==> src/rtl/vga_timing_pkg.sv <==
// vga_timing_pkg: 640x480@60 default timing constants, counter types and window helpers
// shared by the VGA timing generator and its sub-blocks.
`default_nettype none

package vga_timing_pkg;

  localparam int CNT_W     = 10;
  localparam int CNT_LIMIT = 1 << CNT_W;

  localparam int H_VISIBLE_DEF = 640;
  localparam int H_FRONT_DEF   = 16;
  localparam int H_SYNC_DEF    = 96;
  localparam int H_BACK_DEF    = 48;
  localparam int V_VISIBLE_DEF = 480;
  localparam int V_FRONT_DEF   = 10;
  localparam int V_SYNC_DEF    = 2;
  localparam int V_BACK_DEF    = 33;

  localparam int H_TOTAL_DEF = H_VISIBLE_DEF + H_FRONT_DEF + H_SYNC_DEF + H_BACK_DEF;
  localparam int V_TOTAL_DEF = V_VISIBLE_DEF + V_FRONT_DEF + V_SYNC_DEF + V_BACK_DEF;

  typedef logic [CNT_W-1:0] cnt_t;
  // One extra bit so window bounds equal to CNT_LIMIT still compare correctly.
  typedef logic [CNT_W:0]   win_t;

  function automatic int total4(input int a, input int b, input int c, input int d);
    return a + b + c + d;
  endfunction

  function automatic logic in_window(input cnt_t v, input int lo, input int len);
    return ({1'b0, v} >= win_t'(lo)) && ({1'b0, v} < win_t'(lo + len));
  endfunction

endpackage

`default_nettype wire

==> src/rtl/sync_delay_line.sv <==
// sync_delay_line: DEPTH-stage shift register for active-low sync strobes; all stages
// reset to 1 (inactive). DEPTH=0 is a straight wire.
`default_nettype none

module sync_delay_line #(
  parameter int DEPTH = 2
) (
  input  logic clk,
  input  logic rst,
  input  logic i_d,
  output logic o_q
);

  generate
    if (DEPTH == 0) begin : g_bypass
      logic w_unused;
      assign w_unused = clk ^ rst;
      assign o_q      = i_d;
    end else begin : g_pipe
      logic [DEPTH-1:0] r_stage;

      always_ff @(posedge clk or posedge rst) begin
        if (rst) begin
          r_stage <= '1;
        end else begin
          r_stage[0] <= i_d;
          for (int i = 1; i < DEPTH; i++) begin
            r_stage[i] <= r_stage[i-1];
          end
        end
      end

      assign o_q = r_stage[DEPTH-1];
    end
  endgenerate

endmodule

`default_nettype wire

==> src/rtl/vga_timing_gen.sv <==
// vga_timing_gen: free-running 10-bit pixel/line counters with blank, sync, line/frame
// strobes and a completed-frame counter; hs/vs are delayed to match pixel-path latency.
`default_nettype none

module vga_timing_gen
  import vga_timing_pkg::*;
#(
  parameter int H_VISIBLE  = H_VISIBLE_DEF,
  parameter int H_FRONT    = H_FRONT_DEF,
  parameter int H_SYNC     = H_SYNC_DEF,
  parameter int H_BACK     = H_BACK_DEF,
  parameter int V_VISIBLE  = V_VISIBLE_DEF,
  parameter int V_FRONT    = V_FRONT_DEF,
  parameter int V_SYNC     = V_SYNC_DEF,
  parameter int V_BACK     = V_BACK_DEF,
  parameter int SYNC_DELAY = 2
) (
  input  logic             vga_clk,
  input  logic             reset,
  output logic [CNT_W-1:0] DrawX,
  output logic [CNT_W-1:0] DrawY,
  output logic             blank,
  output logic             hs,
  output logic             vs,
  output logic             sync,
  output logic             line_start,
  output logic             frame_start,
  output logic [15:0]      frame_count
);

  localparam int H_TOTAL = total4(H_VISIBLE, H_FRONT, H_SYNC, H_BACK);
  localparam int V_TOTAL = total4(V_VISIBLE, V_FRONT, V_SYNC, V_BACK);

  generate
    if (H_TOTAL > CNT_LIMIT || V_TOTAL > CNT_LIMIT) begin : g_bad_total
      $error("vga_timing_gen: H_TOTAL/V_TOTAL exceed the 10-bit counter range");
    end
    if (SYNC_DELAY < 0 || SYNC_DELAY > 7) begin : g_bad_delay
      $error("vga_timing_gen: SYNC_DELAY must be within 0..7");
    end
  endgenerate

  localparam cnt_t c_X_LAST = cnt_t'(H_TOTAL - 1);
  localparam cnt_t c_Y_LAST = cnt_t'(V_TOTAL - 1);

  cnt_t        r_x;
  cnt_t        r_y;
  logic [15:0] r_frames;

  logic w_x_last;
  logic w_y_last;
  logic w_hsync_raw;
  logic w_vsync_raw;

  assign w_x_last = (r_x == c_X_LAST);
  assign w_y_last = (r_y == c_Y_LAST);

  always_ff @(posedge vga_clk or posedge reset) begin
    if (reset) begin
      r_x      <= '0;
      r_y      <= '0;
      r_frames <= '0;
    end else if (w_x_last) begin
      r_x <= '0;
      if (w_y_last) begin
        r_y      <= '0;
        r_frames <= r_frames + 16'd1;
      end else begin
        r_y <= r_y + cnt_t'(1);
      end
    end else begin
      r_x <= r_x + cnt_t'(1);
    end
  end

  assign w_hsync_raw = ~in_window(r_x, H_VISIBLE + H_FRONT, H_SYNC);
  assign w_vsync_raw = ~in_window(r_y, V_VISIBLE + V_FRONT, V_SYNC);

  sync_delay_line #(.DEPTH(SYNC_DELAY)) u_hs_delay (
    .clk (vga_clk),
    .rst (reset),
    .i_d (w_hsync_raw),
    .o_q (hs)
  );

  sync_delay_line #(.DEPTH(SYNC_DELAY)) u_vs_delay (
    .clk (vga_clk),
    .rst (reset),
    .i_d (w_vsync_raw),
    .o_q (vs)
  );

  // Strobes are decoded from the counters but held low while reset is asserted.
  assign blank       = ~reset && in_window(r_x, 0, H_VISIBLE) && in_window(r_y, 0, V_VISIBLE);
  assign line_start  = ~reset && (r_x == '0);
  assign frame_start = ~reset && (r_x == '0) && (r_y == '0);

  assign DrawX       = r_x;
  assign DrawY       = r_y;
  assign frame_count = r_frames;
  assign sync        = 1'b0;

endmodule

`default_nettype wire

==> config.mk <==
export PLATFORM = sky130hd
export DESIGN_NAME = vga_timing_gen
export DESIGN_NICKNAME = d
export VERILOG_FILES = /design/src/rtl/vga_timing_pkg.sv /design/src/rtl/sync_delay_line.sv /design/src/rtl/vga_timing_gen.sv
export SDC_FILE = /design/constraint.sdc
export NUM_CORES = 1
export LEC_CHECK = 0
export BUFFER_PORTS_ARGS = -buffer_cell sky130_fd_sc_hd__buf_2
export CAP_MARGIN = 30
export CORE_ASPECT_RATIO = 0.8
export CORE_UTILIZATION = 53
export CTS_BUF_LIST = sky130_fd_sc_hd__clkbuf_16
export CTS_CLUSTER_DIAMETER = 100
export CTS_CLUSTER_SIZE = 16
export DETAILED_ROUTE_END_ITERATION = 6
export PLACE_DENSITY_LB_ADDON = 0.05
export SLEW_MARGIN = 20
export SYNTH_ARGS = -nofsm -noshare
export SYNTH_HDL_FRONTEND = slang
export SYNTH_SLANG_ARGS = --single-unit
==> constraint.sdc <==
create_clock -name vga_clk -period 2.3 [get_ports vga_clk]
set_input_delay 0.115 -clock vga_clk [delete_from_list [all_inputs] [get_ports vga_clk]]
set_output_delay 0.115 -clock vga_clk [all_outputs]
set_load 0.01 [all_outputs]
Yosys cells after proc, flatten, opt, wreduce, memory -nomap -nowiden
Index checks and enable logic that the tools add are counted.
- muxes and demuxes: 2
- magnitude comparators: 6
- reductions and logical operators: 9
- $add $sub $neg: 3
- bitwise logic cells: 3
- eq/ne operators: 2
- operators by type and width (cell ; count):
    $add A10 B1 Y10 const B ; 2
    $eq A10 B10 Y1 const B ; 2
    $logic_not A10 Y1 ; 2
    $lt A10 B10 Y1 const B ; 2
    $lt A10 B9 Y1 const B ; 2
    $mux W10 ; 2
    $add A16 B1 Y16 const B ; 1
    $ge A10 B10 Y1 const B ; 1
    $ge A10 B9 Y1 const B ; 1
    $logic_and A1 B1 Y1 ; 6
    $not A1 Y1 ; 3
    $reduce_and A2 Y1 ; 1
- bits of input ports: 2
- register bits: 40
- word-level logic and storage cells: 30
- output and inout port bits: 42

Longest topological paths before layout
Gate-level depths: netlist of run 1.
- depth after elaboration: 3
- mapped depth: 8

Hierarchy
Synthesis of run 1 repeated with hierarchy kept, for this count alone.
- cell total of the unflattened synthesis: 179
- area, all modules: 1970.6 um^2
- by module, submodules not included (module ; instances ; seq. area each (um^2) ; area each (um^2) ; cells each):
    vga_timing_gen ; 1 ; 900.9 ; 1858.0 ; 173
    sync_delay_line ; 2 ; 52.6 ; 56.3 ; 3

Worst setup path before layout of run 1
Ideal clock, no wire load.
- path kind: register -> register
- start point: register r_x[0] (netlist: DrawX[0])
- end point: register r_frames[11] (netlist: frame_count[11])
- setup slack: 331 ps
- clock period less this slack: 1969 ps
- cell stages (with the launch flop): 7
- required time: 2220 ps
- arrival: 1890 ps
- cells stage by stage: dfrtp_1 -> ha_1 -> and3_1 -> nand4_2 -> or3_4 -> nor4_2 -> xnor2_1
- longest elaborated chain between the ends: 2
- ends and longest elaborated chain (element ; RTL line ; RTL):
    start: declaration ; vga_timing_gen.sv:46 ; cnt_t r_x;
    start signal: assignment ; vga_timing_gen.sv:72 ; r_x <= r_x + cnt_t'(1);
    $eq A10 B10 Y1 ; vga_timing_gen.sv:55 ; assign w_x_last = (r_x == c_X_LAST);
    $reduce_and A2 Y1 (no line) ; -- ;
    end signal: assignment ; vga_timing_gen.sv:67 ; r_frames <= r_frames + 16'd1;
    end: declaration ; vga_timing_gen.sv:48 ; logic [15:0] r_frames;
No other way between the ends.
A chain may end at the register's enable or synchronous reset.

Final worst setup path of run 1
Same ends and word-level chain as after synthesis.

==> summary.txt, run 1 <==
STA
  – Final Hold Violating Endpoints: 0
  – Count of pins over their slew limit: 0
  – Upper clock frequency limit: between 0.4 and 0.5 GHz
  – Hold_ws: 0.355 ns
  – Final period utilization: 0.905
  – Layout Skew: 0.00455 ns
  – Total negative slack for setup checks: 0 ns
  – RSZ-0062 raised after global routing: false
  – Finish-stage setup viols: 0
  – Final critical delay including setup and external delays: 2.08 ns

Routing
  – DRC: 0
  – Post-route ant nets: 0
  – Number of DRC markers after the initial detailed-route iteration: around 110
  – Routed vias: 1470
  – Pre-antenna DRT Iters: 4
  – Via density per instance: roughly 5.5
  – Routed wire length: 3.88 mm
  – WL per Instance: 14.5 um

Placed design
  – PortBufs: 42
  – Global placement routability congestion: 0.802
  – HPWL after detailed placement: 2.84 mm

Floorplanning
  – Area of the core: 3450 um^2
  – Width of the die: 69.2 um
  – Initial Util: 0.555
  – Number of placed I/O pins: 44
  – Num rows: 19
  – Die area: between 3000 and 4000 um^2
  – Vertical die dimension: approximately 56 um

Synth
  – Xor/xnor cell area share of the yosys netlist: 0.133
  – Asr flop ratio synth: 1.00
  – Share of cell area taken by muxes after synthesis: 0.00588
  – Compound-gate portion of the synthesized area: 0.0229
  – Simple logic cell fraction of the synthesized area: 0.250
  – Count of flip-flops with a built-in enable after synthesis: 0
  – Post-synthesis share of cell area spent on full adders, half adders and majority gates: 0.0392
  – Post-synthesis cell count: 173
  – Most used DFF post-synth: dfrtp_1
  – Number of flip-flops and latches in the synthesized netlist: 40
  – Synthesis warning total: 0
  – Distinct cells, synth: 32
  – Area of the mapped netlist: 1910 um^2
  – Fraction of the yosys area taken by sequential cells: 0.525
  – Net count after synthesis: 181
  – Largest family of logic cells by synthesized area: simple AND/OR/NAND/NOR gates
  – Avg Cell Area, Syn: between 10 and 15 um^2

Finish
  – Fraction of layout cells with a size suffix above 1: 0.292
  – Number of nets in the final layout: around 230
  – Total of fill cells in the finished design: between 200 and 300
  – Area growth from synthesis to final layout: 24.7%
  – Antenna cells: 0

CTS
  – Clock H-tree levels: 2
  – Number of buffers on the longest clock path: 2
  – Clock buffer count from CTS: 5
  – Sink count of the clock tree: 40
  – CTS root buf: clkbuf_16
  – Clk slew on worst S/H paths: around 0.060 ns
  – Clock tree from TritonCTS: built
  – Clock Latency Late Sink: between 0.2 and 0.3 ns

Worst hold path
  – Worst hold-check path type: flip-flop to flip-flop

Critical path
  – Crit path max fanout: 6
  – Required time of the worst setup path: 2.50 ns
  – Crit path capture type: flip-flop
  – Kind of critical path: flip-flop to flip-flop
  – Worst endpoint data arrival time: ~2.3 ns
  – Nature of the critical path startpoint: flip-flop

Power
  – Max VDD drop: 0.000476 V
  – Power density cells: 624 nW/um^2
  – Leakage power total: 1.23 nW

Global route
  – Global-route usage over all layers: 0.224
  – Vias in the first global route: 1384
  – Global route total overflow: 0
  – Antenna violations before repair: 0
  – Maximum number of pins on one net before global-route repair: 21
  – Global-route wire length before repair: 6.73 mm

Run
  – Max-cap violations: 0

Status
  – Result of the run: finished clean
cell type report:
| class | count | area, um^2 | share of cell area |
|---|---|---|---|
| clock buffer | 5 | 125 | 0.0524 |
| clock inverter | 3 | 38.8 | 0.0162 |
| inverter | 7 | 26.3 | 0.0110 |
| multi-input combinational | 123 | 881 | 0.369 |
| sequential | 40 | 1010 | 0.421 |
| tap | 42 | 52.6 | 0.0220 |
| timing repair buffer | 48 | 258 | 0.108 |
through the flow:
step	util	area, um^2	cells	worst slack [ns]	power, W
3_5_place_dp	0.638	2200	259	0.199	0.000738
3_3_place_gp	0.638	2200	259	0.232	0.000738
6_report	0.693	2390	268	0.219	0.00149
5_1_grt	0.693	2390	268	0.0429	0.00154
4_1_cts	0.689	2370	268	0.182	0.00151
2_1_floorplan	-	1910	173	0.331	0.000730
cells by family after synthesis:
logic type | after synthesis
simple gates | 78
other cells | 1
xor+xnor | 29
buf+inv | 10
mux | 1
flops | 40
fa+ha+maj | 6
compound gates | 8
sequential cells by signal (all words and copies together), names as in the netlist:
register / cells
DrawX: 10
u_hs_delay.g_pipe.r_stage: 2
frame_count: 16
u_vs_delay.g_pipe.r_stage: 2
DrawY: 10
worst paths after layout:
path / from / end / slack (ns) / cells after the start
worst max-delay path: DrawX[0]$_DFF_PP0_ / frame_count[11]$_DFFE_PP0P_ / 0.22 / 6
max in group asynchronous: reset / u_vs_delay.g_pipe.r_stage[0]$_DFF_PP1_ / 1.55 / 4
worst min register to register: u_hs_delay.g_pipe.r_stage[0]$_DFF_PP1_ / u_hs_delay.g_pipe.r_stage[1]$_DFF_PP1_ / 0.36 / 0
worst max register to register: DrawX[0]$_DFF_PP0_ / frame_count[11]$_DFFE_PP0P_ / 0.22 / 6
min in group asynchronous: reset / DrawY[5]$_DFFE_PP0N_ / 0.48 / 4
worst min-delay path: u_hs_delay.g_pipe.r_stage[0]$_DFF_PP1_ / u_hs_delay.g_pipe.r_stage[1]$_DFF_PP1_ / 0.36 / 0
Yosys cell counts, types with 5 or more instances:
library cell | count | share of area
xor2_1 | 14 | 0.064
nor3_1 | 8 | 0.021
nand3_1 | 13 | 0.034
o21ai_0 | 6 | 0.016
ha_1 | 6 | 0.039
xnor2_1 | 15 | 0.069
nand2_1 | 14 | 0.027
inv_1 | 7 | 0.014
and3_1 | 5 | 0.016
dfrtp_1 | 36 | 0.47
nand4_1 | 6 | 0.020
nor2_1 | 10 | 0.020
worst max-delay path, cell delays in order, from the launching register on:
cell	delay, ns
dfrtp_1	0.40
ha_1	0.22
and3_1	0.30
nand4_4	0.17
or3_4	0.45
nor4_2	0.31
xnor2_1	0.14
placed cells by master (no fill, tap or decap), types with 5 or more instances in the layout:
cell	count
nor2_1	10
dfrtp_1	36
clkbuf_16	5
nor3_1	8
ha_1	6
xnor2_1	15
xor2_1	14
nand2_1	14
o21ai_0	6
inv_1	8
buf_2	42
nand4_1	6
nand3_1	12
buf_4	5
and3_1	5
timing repair:
action,in CTS,in global routing
setup endpoints to repair,0,1
resized for setup,0,2
buffers inserted,0,0
hold buffers,1,0
endpoints found under the hold margin,36,0
layer usage:
metal  global-route usage  up-vias  part of all wire
met3               0.0489        5             0.044
met2                0.336       33              0.47
met1                0.323      722              0.48
met4               0.0787        0             0.011
li1                     -      710                 -
met5                    0        -                 0
report_power, final:
group,internal [W],leakage (nW),switching (W)
clock,0.000505,0.0850,0.000258
sequential,0.000704,0.531,0
combinational,0.00000514,0.613,0.0000166
total,0.00121,1.23,0.000275
Note: power is estimated with default switching activity, not from simulation.
==> run 2: changes to the inputs <==
--- a/config.mk
+++ b/config.mk
@@ -16,3 +16,3 @@
 export PLACE_DENSITY_LB_ADDON = 0.05
-export SLEW_MARGIN = 20
+export SLEW_MARGIN = 10
 export SYNTH_ARGS = -nofsm -noshare
==> constraint.sdc (replaced) <==
create_clock -name vga_clk -period 2.3 [get_ports vga_clk]
set_input_delay 0.46 -clock vga_clk [delete_from_list [all_inputs] [get_ports vga_clk]]
set_output_delay 0.46 -clock vga_clk [all_outputs]
set_load 0.01 [all_outputs]
==> run 2 against run 1 <==
  * Sequential share of layout area grew 0.18 points
  * Cell count decreased by 0.37%
  * Clock power about the same
  * Total power about the same
  * Flip-flop and latch count unchanged
  * Register-to-register slack about the same
  * Maximum frequency hardly changed
  * Critical path depth did not move
  * Wire length shrank 0.36%
  * Worst setup slack barely moved
  * Utilization fell by 0.29 points
  * First-iteration DRC count grew 14%
  * Largest power group unchanged
  * Highest routed layer unchanged
==> summary.txt, run 2 (synthesized netlist as in run 1, its figures left out) <==
Global route
  – Global-route wire length before repair: 6.70 mm (-0.52%)
  – Maximum number of pins on one net before global-route repair: 21 (unchanged)
  – Antenna violations before repair: 0 (unchanged)
  – Layer with the highest usage after global routing: met2
  – Met2 track utilization from global routing: 0.336 (unchanged)
  – Global-route usage over all layers: 0.223 (-0.00119)
  – Met1 Track Usage GR: 0.320 (-0.00359)
  – Global Route met3 Usage: 0.0489 (unchanged)
  – Vias in the first global route: 1377 (-0.51%)
  – Global route total overflow: 0 (unchanged)

STA
  – Total negative slack for setup checks: 0 ns (unchanged)
  – Count of pins over their slew limit: 0 (unchanged)
  – Finish-stage setup viols: 0 (unchanged)
  – Hold_ws: 0.256 ns (-0.0994 ns)
  – RSZ-0062 raised after global routing: false
  – Least setup slack across all paths after layout: 0.219 ns (+0.0000300 ns)
  – Upper clock frequency limit: 0.481 GHz (about the same)
  – Layout Skew: 0.00507 ns (+0.000515 ns)
  – Final critical delay including setup and external delays: 2.08 ns (-0.0000300 ns)
  – Final period utilization: 0.905 (about the same)
  – Final Hold Violating Endpoints: 0 (unchanged)

Status
  – Result of the run: finished clean

Finish
  – Max FFs per register: 16 (unchanged)
  – Number of nets in the final layout: 232 (-0.43%)
  – Area growth from synthesis to final layout: 24.2%
  – Antenna cells: 0 (unchanged)
  – Fraction of layout cells with a size suffix above 1: 0.293 (+0.00130)
  – Most common cell after layout, fill and taps aside: buf_2
  – Leading cell types in the layout, fill and taps excluded: buf_2 (42), dfrtp_1 (36), xnor2_1 (15), nand2_1 (14), xor2_1 (14)
  – Total of fill cells in the finished design: 258 (+0.39%)

CTS
  – Clk slew on worst S/H paths: 0.06 ns (about the same)
  – Sink count of the clock tree: 40 (unchanged)
  – Number of buffers inserted to repair setup after CTS: 0 (unchanged)
  – Clock H-tree levels: 2 (unchanged)
  – Clock tree from TritonCTS: built
  – CTS root buf: clkbuf_16
  – Clock buffer count from CTS: 5 (unchanged)
  – Number of buffers on the longest clock path: 2 (unchanged)
  – Clock Latency Late Sink: 0.28 ns (about the same)

Floorplanning
  – Width of the die: 69.2 um (unchanged)
  – Num rows: 19 (unchanged)
  – Die area: 3860 um^2 (unchanged)
  – Area of the core: 3450 um^2 (unchanged)
  – Number of placed I/O pins: 44 (unchanged)
  – Vertical die dimension: 55.8 um (unchanged)
  – Initial Util: 0.555 (unchanged)

Placed design
  – Global placement routability congestion: 0.802 (unchanged)
  – HPWL after detailed placement: 2.84 mm (unchanged)
  – Pre-CTS worst setup slack: 0.199 ns (unchanged)
  – PortBufs: 42 (unchanged)

Power
  – Leakage power total: 1.23 nW (-0.34%)
  – Fraction of power consumed by the clock network: 0.513 (about the same)
  – Internal Dissipation: 0.00121 W (about the same)
  – Part of the total power dissipated in combinational logic: 0.014 (about the same)
  – Power density cells: 626 nW/um^2 (+0.37%)
  – Max VDD drop: 0.000476 V (about the same)
  – Reg power frac: 0.473 (about the same)
  – Switching power as a share of total power: 0.185 (+0.000349)
  – NetSw: 0.000275 W (+0.14%)

Routing
  – Routed vias: 1470 (unchanged)
  – Number of DRC markers after the initial detailed-route iteration: 122 (+14%)
  – Pre-antenna DRT Iters: 4 (unchanged)
  – Via density per instance: 5.51 (+0.37%)
  – WL per Instance: 14.5 um (about the same)
  – Post-route ant nets: 0 (unchanged)
  – Routed wire length: 3.87 mm (-0.36%)
  – DRC: 0 (unchanged)

Critical path
  – Master of the slowest instance on the critical path: or3_4
  – Worst-path cell chain: ha_1 > and3_1 > nand4_4 > or3_4 > nor4_2 > xnor2_1
  – Required time of the worst setup path: 2.50 ns (about the same)
  – Worst endpoint data arrival time: 2.28 ns (about the same)
  – Cell family with the largest share of critical-path delay: simple AND/OR/NAND/NOR gates
  – Kind of critical path: flip-flop to flip-flop
  – Largest stage delay on the critical path: 0.45 ns (about the same)
  – Crit path capture type: flip-flop
  – Crit path max fanout: 6 (unchanged)
  – Total buffers and inverters traversed by the critical path: 0 (unchanged)
  – Nature of the critical path startpoint: flip-flop

Worst hold path
  – Worst hold-check path type: input pin to asynchronous set/reset pin

Run
  – Max-cap violations: 0 (unchanged)
## run 2: changes by cell type in the layout (fill, tap and decap cells not counted)
cell           previous run  this run
dlygate4sd3_1             1         0
## run 2: routing by layer
layer  vias up  share of wire
met5         -              0
met4         0          0.010
met3         5          0.039
met2        33           0.47
met1       724           0.48
li1        708              -
## run 2: final cells by class
cell class / instances / area, um^2 / area share
clock inverters: 3 / 38.8 / 0.0163
flip-flops and latches: 40 / 1010 / 0.423
inverters: 7 / 26.3 / 0.0111
clock buffers: 5 / 125 / 0.0526
multi-input cells: 123 / 881 / 0.371
repair buffers: 47 / 248 / 0.104
well taps: 42 / 52.6 / 0.0221
## run 2: metrics by stage
| stage | area (um^2) | instances | power [W] | utilization |
|---|---|---|---|---|
| after global routing | 2380 | 267 | 0.00154 | 0.690 |
| after detailed placement | 2200 | 259 | 0.000738 | 0.638 |
| final | 2380 | 267 | 0.00149 | 0.690 |
| after CTS | 2360 | 267 | 0.00151 | 0.686 |
| after global placement | 2200 | 259 | 0.000738 | 0.638 |
| after floorplan | 1910 | 173 | 0.000730 | - |
## run 2: worst paths after layout
path | startpoint | to | slack (ns) | cells after the start
setup / recovery | DrawX[0]$_DFF_PP0_ | frame_count[11]$_DFFE_PP0P_ | 0.22 | 6
max in group asynchronous | reset | u_vs_delay.g_pipe.r_stage[0]$_DFF_PP1_ | 1.77 | 3
hold / removal | reset | DrawY[5]$_DFFE_PP0N_ | 0.26 | 3
min in group vga_clk | u_hs_delay.g_pipe.r_stage[0]$_DFF_PP1_ | u_hs_delay.g_pipe.r_stage[1]$_DFF_PP1_ | 0.36 | 0
hold reg to reg | u_hs_delay.g_pipe.r_stage[0]$_DFF_PP1_ | u_hs_delay.g_pipe.r_stage[1]$_DFF_PP1_ | 0.36 | 0
setup reg to reg | DrawX[0]$_DFF_PP0_ | frame_count[11]$_DFFE_PP0P_ | 0.22 | 6
## run 2: repair_timing
item                       in CTS  in global routing
resized for setup               0                  2
setup endpoints to repair       0                  1
hold buffers                    0                  0
## run 2: power groups by stage
stage               Sequential (W)  Clock [W]  Combinational (W)
finish                    0.000704   0.000764          0.0000203
detailed placement        0.000717          0          0.0000213
global route              0.000704   0.000810          0.0000237
floorplan                 0.000717          0          0.0000134
CTS                       0.000704   0.000783          0.0000216
global placement          0.000717          0          0.0000209
## run 2: worst reg2reg max path: stages, from the launching register on
cell and delay, ns:
dfrtp_1 0.40, ha_1 0.23, and3_1 0.30, nand4_4 0.17
or3_4 0.45, nor4_2 0.31, xnor2_1 0.14
==> run 3: changes to the inputs <==
ABC_AREA = 1   (was default)
CORE_UTILIZATION = 55   (was 53)
==> run 3 against run 2 <==
  * Via count rose by 45%
  * Utilization rose by 0.49 points
  * Critical path type is now flip-flop to output port
  * Total power fell by 5.9%
==> summary.txt, run 3 <==
Power
  – Leakage power total: 1.44 nW (+17%)
  – Power density cells: 513 nW/um^2 (-18%)
  – Max VDD drop: 0.000492 V (+3.3%)

Finish
  – Number of nets in the final layout: 370 (+59%)
  – Fraction of layout cells with a size suffix above 1: 0.187 (-0.106)
  – Most common cell after layout, fill and taps aside: nand2_1
  – Final core occ: 0.695 (+0.00493)
  – Max FFs per register: 16 (unchanged)
  – Leading cell types in the layout, fill and taps excluded: nand2_1 (115), buf_2 (42), dfrtp_1 (36), nor2_1 (34), inv_1 (32)
  – Sequential cell area: 1010 um^2 (unchanged)
  – Multi-input logic area: 1130 um^2 (+29%)
  – Final cell area excluding filler cells: 2730 um^2 (+15%)
  – Total of fill cells in the finished design: 362 (+40%)
  – Area growth from synthesis to final layout: 17.3%
  – Antenna cells: 0 (unchanged)
  – Non-Filler Instances: 418 (+57%)

Synth
  – Synthesis warning total: 0 (unchanged)
  – Number of flip-flops and latches in the synthesized netlist: 40 (unchanged)
  – Asr flop ratio synth: 1.00 (unchanged)
  – Net count after synthesis: 324 (+79%)
  – Count of flip-flops with a built-in enable after synthesis: 0 (unchanged)
  – Distinct cells, synth: 27 (-16%)
  – Fraction of the yosys area taken by sequential cells: 0.432 (-0.0932)
  – Commonest cells post-synth: nand2_1 (115), dfrtp_1 (36), nor2_1 (34)
  – Area of the mapped netlist: 2330 um^2 (+22%)
  – Avg Cell Area, Syn: 7.36 um^2 (-33%)
  – Most used DFF post-synth: dfrtp_1
  – Area share of the largest cell type after synthesis: 0.387 (-0.0835)
  – Most area-hungry cell type in the Yosys netlist: dfrtp_1
  – Cell with the most instances after synthesis: nand2_1
  – Post-synthesis cell count: 316 (+83%)
  – Area contributors post-synth: dfrtp_1 (39%), nand2_1 (19%), nor2_1 (5.5%)

CTS
  – Gates resized, CTS repair: 0 (unchanged)
  – CTS root buf: clkbuf_16
  – Sink count of the clock tree: 40 (unchanged)
  – Clk slew on worst S/H paths: 0.06 ns (about the same)
  – Quantity of hold-fixing buffers added after cts: 0 (unchanged)
  – Clock Latency Late Sink: 0.28 ns (about the same)
  – Clock tree from TritonCTS: built
  – Number of buffers inserted to repair setup after CTS: 0 (unchanged)
  – Clock H-tree levels: 2 (unchanged)
  – Clock buffer count from CTS: 5 (unchanged)
  – Number of buffers on the longest clock path: 2 (unchanged)

Floorplanning
  – Num rows: 20 (+1)
  – Area of the core: 3930 um^2 (+14%)
  – Vertical die dimension: 60.2 um (+7.9%)
  – Width of the die: 74.7 um (+8.0%)
  – Number of placed I/O pins: 44 (unchanged)
  – Die area: 4500 um^2 (+17%)
  – Initial Util: 0.592 (+0.0370)

Status
  – Result of the run: finished clean

Routing
  – Number of DRC markers after the initial detailed-route iteration: 160 (+31%)
  – WL per Instance: 11.9 um (-18%)
  – DRC: 0 (unchanged)
  – Via density per instance: 5.10 (-7.4%)
  – Routed wire length: 4.98 mm (+29%)
  – Routed vias: 2130 (+45%)
  – Post-route ant nets: 0 (unchanged)
  – Pre-antenna DRT Iters: 4 (unchanged)

Critical path
  – Worst endpoint data arrival time: 1.61 ns (-0.67 ns)
  – Reg2reg start: DrawY[0]$_DFFE_PP0N_
  – Cell family with the largest share of critical-path delay: flip-flops
  – Required time of the worst setup path: 1.84 ns (-0.66 ns)
  – Nature of the critical path startpoint: flip-flop
  – Critical Path Start: DrawY[0]$_DFFE_PP0N_
  – Kind of critical path: flip-flop to output port
  – Worst-path cell chain: inv_1 > ha_1 > inv_1 > nor2_1 > nand3_1 > nor3_1 > buf_2
  – Largest stage delay on the critical path: 0.43 ns (-0.02 ns)
  – Crit path max fanout: 6 (unchanged)
  – Total buffers and inverters traversed by the critical path: 3 (+3)
  – Master of the slowest instance on the critical path: dfrtp_1
  – Critical path's most frequent cell: inv_1
  – Crit path capture type: output port

Global route
  – Global route total overflow: 0 (unchanged)
  – Global-route usage over all layers: 0.247 (+0.0243)
  – Global-route wire length before repair: 8.40 mm (+25%)
  – Vias in the first global route: 1742 (+27%)
  – Antenna violations before repair: 0 (unchanged)
  – Maximum number of pins on one net before global-route repair: 21 (unchanged)

Placed design
  – PortBufs: 42 (unchanged)
  – Total placed instance area: 2580 um^2 (+18%)
  – HPWL after detailed placement: 3.67 mm (+29%)
  – Count of placed standard cells including taps: 410 (+58%)
  – Global placement routability congestion: 0.873 (+8.8%)

STA
  – Upper clock frequency limit: 0.483 GHz (+0.47%)
  – Finish-stage setup viols: 0 (unchanged)
  – Count of pins over their slew limit: 0 (unchanged)
  – Layout Skew: 0.00349 ns (-0.00158 ns)
  – Final Hold Violating Endpoints: 0 (unchanged)
  – Total negative slack for setup checks: 0 ns (unchanged)
  – Hold_ws: 0.131 ns (-0.125 ns)
  – RSZ-0062 raised after global routing: false
  – Final period utilization: 0.900 (-0.00423)
  – Final critical delay including setup and external delays: 2.07 ns (-0.00973 ns)

Run
  – Max-cap violations: 0 (unchanged)

Worst hold path
  – Worst hold-check path type: input pin to asynchronous set/reset pin
[run 3: cells by family (layout without fill, tap and decap cells)]
logic type	after synthesis	in the layout	synth area share
AOI/OAI and AO/OA	15	15	0.0333
DFF	40	40	0.432
other	1	1	0.00161
buffers and inverters	43	90	0.0806
and+or+nand+nor	194	194	0.356
xor gates and xnor gates	17	17	0.0640
adders and majority gates	6	6	0.0323
[run 3: metrics by stage]
step / total power [W] / setup WS [ns]
3_5_place_dp: 0.000739 / 0.473
5_1_grt: 0.00144 / 0.105
4_1_cts: 0.00141 / 0.242
6_report: 0.00140 / 0.229
3_3_place_gp: 0.000739 / 0.514
2_1_floorplan: 0.000731 / 0.385
[run 3: final cells by class]
cell class / count / share of cell area
multi-input cells: 233 / 0.415
inverters: 37 / 0.0527
flip-flops and latches: 40 / 0.369
repair buffers: 45 / 0.0853
clock inverters: 3 / 0.00688
well taps: 55 / 0.0252
clock buffers: 5 / 0.0459
[run 3: worst paths after layout]
path | to | slack [ns] | cells after the start
hold reg to reg | u_vs_delay.g_pipe.r_stage[1]$_DFF_PP1_ | 0.36 | 0
min in group vga_clk | u_vs_delay.g_pipe.r_stage[1]$_DFF_PP1_ | 0.36 | 0
setup reg to reg | frame_count[10]$_DFFE_PP0P_ | 0.42 | 10
max in group asynchronous | u_vs_delay.g_pipe.r_stage[0]$_DFF_PP1_ | 1.58 | 3
hold / removal | frame_count[1]$_DFFE_PP0P_ | 0.13 | 2
setup / recovery | frame_start | 0.23 | 7
[run 3: layer usage]
layer,GRT usage,part of all wire
met5,0,0
met4,0.0485,0.0060
met3,0.0472,0.056
met2,0.344,0.41
met1,0.394,0.53
[run 3: worst reg2reg max path, delay by kind of cell (launching register included)]
kind                       cells  cell delay, ns
adders and majority gates      1            0.16
buffers and inverters          2            0.19
DFF                            1            0.43
and+or+nand+nor                7            1.04
[run 3: power breakdown]
part / switching (W) / internal [W] / leakage (nW)
sequential: 0 / 0.000704 / 0.531
clock: 0.000276 / 0.000399 / 0.0736
combinational: 0.0000169 / 0.00000432 / 0.834
